## src/rtl/adc_resp_pkg.sv

```systemverilog
// Shared types and frame geometry for the ADC SPI responder model.
// Frame = LEAD_ZEROS zero bits followed by a DATA_W conversion, MSB first.
package adc_resp_pkg;

    localparam int N_CH       = 8;
    localparam int CH_W       = 3;
    localparam int DATA_W     = 12;
    localparam int LEAD_ZEROS = 4;
    localparam int FRAME_BITS = LEAD_ZEROS + DATA_W;
    localparam int ADDR_HI    = 13;
    localparam int ADDR_LO    = 11;

    typedef enum logic [1:0] {
        IDLE,
        ACTIVE,
        DONE
    } state_t;

    function automatic logic [FRAME_BITS-1:0] pad_sample(input logic [DATA_W-1:0] sample);
        return {{LEAD_ZEROS{1'b0}}, sample};
    endfunction

endpackage

```

## src/rtl/spi_pin_sync.sv

```systemverilog
// Synchronises the asynchronous SPI pins into the clk domain and flags
// rising/falling edges of cs_n and sclk. SYNC_STAGES must be at least 2.
module spi_pin_sync #(
    parameter int SYNC_STAGES = 2
) (
    input  logic clk,
    input  logic cs_n,
    input  logic sclk,
    input  logic din,
    output logic cs_n_s,
    output logic din_s,
    output logic cs_fall,
    output logic cs_rise,
    output logic sclk_rise,
    output logic sclk_fall
);

    logic [SYNC_STAGES-1:0] cs_sync;
    logic [SYNC_STAGES-1:0] sclk_sync;
    logic [SYNC_STAGES-1:0] din_sync;
    logic                   cs_prev;
    logic                   sclk_prev;

    // NOTE: these flops are deliberately not reset; they keep tracking the pins through
    // reset, so releasing reset never fabricates an edge from a forced reset value.
    always_ff @(posedge clk) begin
        cs_sync   <= {cs_sync[SYNC_STAGES-2:0], cs_n};
        sclk_sync <= {sclk_sync[SYNC_STAGES-2:0], sclk};
        din_sync  <= {din_sync[SYNC_STAGES-2:0], din};
        cs_prev   <= cs_sync[SYNC_STAGES-1];
        sclk_prev <= sclk_sync[SYNC_STAGES-1];
    end

    assign cs_n_s    = cs_sync[SYNC_STAGES-1];
    assign din_s     = din_sync[SYNC_STAGES-1];
    assign cs_fall   = cs_prev & ~cs_sync[SYNC_STAGES-1];
    assign cs_rise   = ~cs_prev & cs_sync[SYNC_STAGES-1];
    assign sclk_rise = ~sclk_prev & sclk_sync[SYNC_STAGES-1];
    assign sclk_fall = sclk_prev & ~sclk_sync[SYNC_STAGES-1];

endmodule

```

## src/rtl/adc_spi_responder.sv

```systemverilog
// SPI mode-3 responder modelling the 8-channel 12-bit ADC (pipelined channel select).
// Optional ADC_RESP_RAMP_EN: each completed frame increments the served channel's value.
module adc_spi_responder
    import adc_resp_pkg::*;
#(
    parameter int SYNC_STAGES = 2
) (
    input  logic        clk,
    input  logic        rst,
    input  logic        cs_n,
    input  logic        sclk,
    input  logic        din,
    output logic        dout,
    input  logic        ch_wr_en,
    input  logic [2:0]  ch_wr_addr,
    input  logic [11:0] ch_wr_data,
    output logic        frame_done,
    output logic        frame_err,
    output logic [2:0]  last_addr
);

    logic cs_n_s;
    logic din_s;
    logic cs_fall;
    logic cs_rise;
    logic sclk_rise;
    logic sclk_fall;

    spi_pin_sync #(
        .SYNC_STAGES(SYNC_STAGES)
    ) u_pin_sync (
        .clk      (clk),
        .cs_n     (cs_n),
        .sclk     (sclk),
        .din      (din),
        .cs_n_s   (cs_n_s),
        .din_s    (din_s),
        .cs_fall  (cs_fall),
        .cs_rise  (cs_rise),
        .sclk_rise(sclk_rise),
        .sclk_fall(sclk_fall)
    );

    state_t                  state;
    logic [FRAME_BITS-2:0]   shreg;      // bits still to send; the MSB is already on dout
    logic [ADDR_HI-1:0]      rx;         // only the bits that can still reach the address field
    logic [4:0]              bit_cnt;
    logic                    seen_rise;
    logic                    armed;      // cs_n seen high since reset
    logic [CH_W-1:0]         next_ch;
    logic [DATA_W-1:0]       bank [N_CH];
    logic [FRAME_BITS-1:0]   load_word;
    logic                    frame_start;
    logic                    frame_complete;

    assign load_word      = pad_sample(bank[next_ch]);
    assign frame_start    = (state == IDLE) && cs_fall && armed;
    assign frame_complete = (state == ACTIVE) && !cs_rise && sclk_rise
                            && (bit_cnt == 5'(FRAME_BITS - 1));

    // NOTE: non-blocking updates only, so every branch and the bank logic see pre-edge
    // values; the ramp below relies on next_ch still naming the served channel.
    always_ff @(posedge clk) begin
        if (rst) begin
            state      <= IDLE;
            shreg      <= '0;
            rx         <= '0;
            bit_cnt    <= '0;
            seen_rise  <= 1'b0;
            armed      <= 1'b0;
            next_ch    <= '0;
            dout       <= 1'b0;
            frame_done <= 1'b0;
            frame_err  <= 1'b0;
            last_addr  <= '0;
        end else begin
            frame_done <= 1'b0;
            frame_err  <= 1'b0;
            case (state)
                IDLE: begin
                    dout <= 1'b0;
                    if (cs_n_s)
                        armed <= 1'b1;
                    // sclk edges coinciding with the start are dropped here by construction
                    if (frame_start) begin
                        state     <= ACTIVE;
                        dout      <= load_word[FRAME_BITS-1];
                        shreg     <= load_word[FRAME_BITS-2:0];
                        bit_cnt   <= '0;
                        seen_rise <= 1'b0;
                    end
                end
                ACTIVE: begin
                    if (cs_rise) begin
                        state     <= IDLE;
                        dout      <= 1'b0;
                        frame_err <= 1'b1;
                    end else if (sclk_rise) begin
                        rx        <= {rx[ADDR_HI-2:0], din_s};
                        bit_cnt   <= bit_cnt + 5'd1;
                        seen_rise <= 1'b1;
                        if (frame_complete) begin
                            state      <= DONE;
                            dout       <= 1'b0;
                            next_ch    <= rx[ADDR_HI-1:ADDR_LO-1];
                            last_addr  <= rx[ADDR_HI-1:ADDR_LO-1];
                            frame_done <= 1'b1;
                        end
                    end else if (sclk_fall && seen_rise) begin
                        dout  <= shreg[FRAME_BITS-2];
                        shreg <= {shreg[FRAME_BITS-3:0], 1'b0};
                    end
                end
                DONE: begin
                    dout <= 1'b0;
                    if (cs_rise)
                        state <= IDLE;
                end
                default: begin
                    state <= IDLE;
                    dout  <= 1'b0;
                end
            endcase
        end
    end

    // NOTE: the bank is a small flop array rather than a RAM, so it is reset like any register.
    always_ff @(posedge clk) begin
        if (rst) begin
            for (int i = 0; i < N_CH; i++)
                bank[i] <= '0;
        end else begin
`ifdef ADC_RESP_RAMP_EN
            if (frame_complete)
                bank[next_ch] <= bank[next_ch] + DATA_W'(1);
`endif
            // placed last so a same-cycle host write overrides the ramp
            if (ch_wr_en)
                bank[ch_wr_addr] <= ch_wr_data;
        end
    end

endmodule
```

## config.mk

```make
export PLATFORM = sky130hd
export DESIGN_NAME = adc_spi_responder
export DESIGN_NICKNAME = d
export VERILOG_FILES = /design/src/rtl/adc_resp_pkg.sv /design/src/rtl/spi_pin_sync.sv /design/src/rtl/adc_spi_responder.sv
export SDC_FILE = /design/constraint.sdc
export NUM_CORES = 1
export LEC_CHECK = 0
export ABC_AREA = 1
export BUFFER_PORTS_ARGS = -buffer_cell sky130_fd_sc_hd__buf_4
export CELL_PAD_IN_SITES_DETAIL_PLACEMENT = 0
export CELL_PAD_IN_SITES_GLOBAL_PLACEMENT = 1
export CORE_ASPECT_RATIO = 1.2
export CORE_MARGIN = 5
export CORE_UTILIZATION = 29
export CTS_BUF_LIST = sky130_fd_sc_hd__clkbuf_16
export DETAILED_ROUTE_END_ITERATION = 12
export MAX_ROUTING_LAYER = met4
export PLACE_DENSITY = 0.56
export SYNTH_ARGS = -nofsm -noshare
export SYNTH_HDL_FRONTEND = slang
export SYNTH_SLANG_ARGS = --single-unit
```

## constraint.sdc

```tcl
create_clock -name clk -period 4.55 [get_ports clk]
set_input_delay 1.365 -clock clk [delete_from_list [all_inputs] [get_ports clk]]
set_output_delay 1.365 -clock clk [all_outputs]
set_load 0.03 [all_outputs]
```

==> reports/results.ini <==
[floorplanning]
die_y_um = 172
io-pin-count = 27
initial_core_util_pct = 29.3
die_w_um = 145
core-area_mm2 = 0.0216
die-area_mm2 = 0.0249
rows = 59

[worst_setup_path]
reg2reg_to = shreg[8]$_SDFFE_PP0P_
worstPathRequired_ps = 4610
worst-path-max-fanout = 39
cp.arrival_ps = 3000
ff2ff_setup_slack_ps = 2470
worstSetupPathType = input port to register
cp-end-kind = register
worstRegToRegCells = 8
start_kind = input port

[clock_tree]
clock_latency_ps = 430
cts_tree = yes
path_clk_slew_ps = 60
postCtsHoldBufs = 0
cts.repair.resized = 0
clockBufferDepth = 2
postCtsSetupBuffers = 0
numCtsBuffers = 17
cts.sinks = 150
root_buffer = clkbuf_16
h-tree-depth = 4

[detailed_routing]
drt.antenna.violating_nets = 0
drt-vias-per-instance = 4.66
drt_iter0_markers = 310
wl_um = 16500
route.detailed.drc = 0
wl_per_cell_um = 16.8
firstDrtPassIters = 5
via_count = 4592

[sta]
relSlewSlack_pct = 48.2
finalCritPeriodShare_pct = 64.4
slew_violations = 0
rsz0062_at_grt = no
max_freq_ghz = 0.341
worstMarginPinSlew_ps = 775
finalCriticalPeriod_ps = 2930
finalClockSkew_ps = 11.3
hold_violations = 0
fin_setup_tns_ps = 0
setup_violations = 0

[synth]
synth_compound_area_share_pct = 4.10
ys_seq_area_share_pct = 62.7
synthSimpleGateAreaFrac_pct = 27.5
synth_fp_nets = 711
synth_top_family_by_area = simple AND/OR/NAND/NOR gates
synth_flop_cell = edfxtp_1
syn_inst = 688
yosys.cell_types.count = 27
synthXorXnorAreaFrac_pct = 0.139
netlist_area_mm2 = 0.00632
synth_area_per_cell_um2 = 9.19
yosysWarnings = 0
synth_mux_area_share_pct = 0
synth-adder-area-share_pct = 0.396
synthArstFlopShare_pct = 0
synth_seq_cells = 150
synth-edff-count = 96

[grt]
grt-ovfl-total = 0
grtUsageTotal_pct = 14.6
antenna_found_initial = 0
grt_pass1_wl_um = 25900
grt_max_degree = 50
grt_pass1_vias = 4556

[final_layout]
n_antenna_cell = 0
final_cell_mix = nand2_1, nor2_1, edfxtp_1
syn_to_final_growth_pct = 14.1
layout_commonest_cell = nand2_1
drive_gt1_share_pct = 10.7
finalNonFillerCells = 986
fin_nets = 723

[placement]
gp_congestion = 0.835
io_buffers = 26
place_inst = 955
place_hpwl_um = 11600

[worst_hold_path]
hold_path.startpoint = u_pin_sync.din_sync[0]$_DFF_P_
hold_depth = 0
hold_path_class = register to register
hold_end = u_pin_sync.din_sync[1]$_DFF_P_

[power]
p_leak_nw = 2.79
max-vdd-ir-drop_uv = 253
power_density_mw_per_mm2 = 404

[outcome]
status = completed

[flow_run]
drv_cap = 0

-- power breakdown --
group          leakage [nW]  total [mW]  internal (mW)  switching, mW
Sequential             1.36        1.53           1.51         0.0218
Combinational          1.19       0.143         0.0391          0.104
Clock                 0.237        1.24          0.685          0.555
Total                  2.79        2.92           2.24          0.680
-- worst max-delay path by stage --
stage	slack [ps]	to	start	cells past startpoint
finish	1620	bank[2][5]$_SDFFCE_PN0P_	rst	6
global route	1370	bank[2][4]$_SDFFCE_PN0P_	rst	6
CTS	1590	bank[2][5]$_SDFFCE_PN0P_	rst	6
detailed placement	1140	bank[2][7]$_SDFFCE_PN0P_	rst	6
global placement	1180	bank[2][5]$_SDFFCE_PN0P_	rst	6
floorplan	1900	bank[0][0]$_SDFFCE_PN0P_	rst	6
-- final cells by class --
class,instances,area [um^2]
clock buffers,17,425
inverters,37,143
fillers,2262,14300
clock inverters,14,88.8
multi-input cells,465,2030
well taps,274,343
repair buffers,29,218
flip-flops and latches,150,3960
-- metrics by stage --
stage               setup slack (ps)  utilization (%)  area, um^2  hold slack, ps  power, mW
floorplan                       1900                -        6320             310       1.65
global placement                1180             31.1        6700             320       1.71
detailed placement              1140             31.1        6700             321       1.71
CTS                             1590             33.5        7210             334       2.94
global route                    1370             33.5        7210             335       3.02
finish                          1620             33.5        7210             331       2.92
-- flip-flops by register name (all words and copies together), names as in the netlist, named ones only --
register,count
bit_cnt,5
shreg,15
frame_err,1
u_pin_sync.cs_prev,1
u_pin_sync.din_sync,2
frame_done,1
rx,13
u_pin_sync.sclk_sync,2
armed,1
next_ch,3
state,2
bank,96
u_pin_sync.cs_sync,2
seen_rise,1
u_pin_sync.sclk_prev,1
dout,1
-- cells by family (layout without fill, tap and decap cells) --
kind of cell             count (synthesis)  after routing
AO/OA/AOI/OAI                           50             50
XOR/XNOR                                 1              1
adder cells (fa/ha/maj)                  2              2
buffers and inverters                   73             97
flip-flops                             150            150
AND/OR/NAND/NOR                        412            412
-- synthesized netlist by cell type, types with 2 or more instances --
| master | number | share of area (%) |
|---|---|---|
| o21ai_0 | 7 | 0.55 |
| dfxtp_1 | 54 | 17 |
| buf_4 | 4 | 0.48 |
| nand2_4 | 2 | 0.36 |
| nand3_1 | 88 | 7.0 |
| nor2_1 | 130 | 7.7 |
| o211ai_1 | 2 | 0.24 |
| nor2_4 | 2 | 0.36 |
| inv_1 | 32 | 1.9 |
| ha_1 | 2 | 0.40 |
| buf_2 | 14 | 1.1 |
| nor2_2 | 7 | 0.69 |
| nand3_4 | 2 | 0.55 |
| edfxtp_1 | 96 | 46 |
| inv_2 | 3 | 0.18 |
| buf_6 | 2 | 0.36 |
| nor3_1 | 2 | 0.16 |
| nand2_1 | 177 | 11 |
| a21oi_1 | 39 | 3.1 |
| clkbuf_1 | 16 | 0.95 |
-- routing by layer --
| metal | vias to the layer above | wire length, um | global-route usage (%) |
|---|---|---|---|
| met5 | - | 0 | - |
| met4 | 0 | 474 | 6.00 |
| met3 | 30 | 793 | 3.28 |
| met2 | 125 | 8010 | 22.7 |
| met1 | 2153 | 7270 | 18.4 |
| li1 | 2284 | - | - |
-- worst max-delay path: stages --
cell,delay (ps)
buf_4,250
inv_1,120
nand2_1,110
nor2_1,310
nand2_1,350
nand2_1,490
Power figures use the tool's default switching activity.
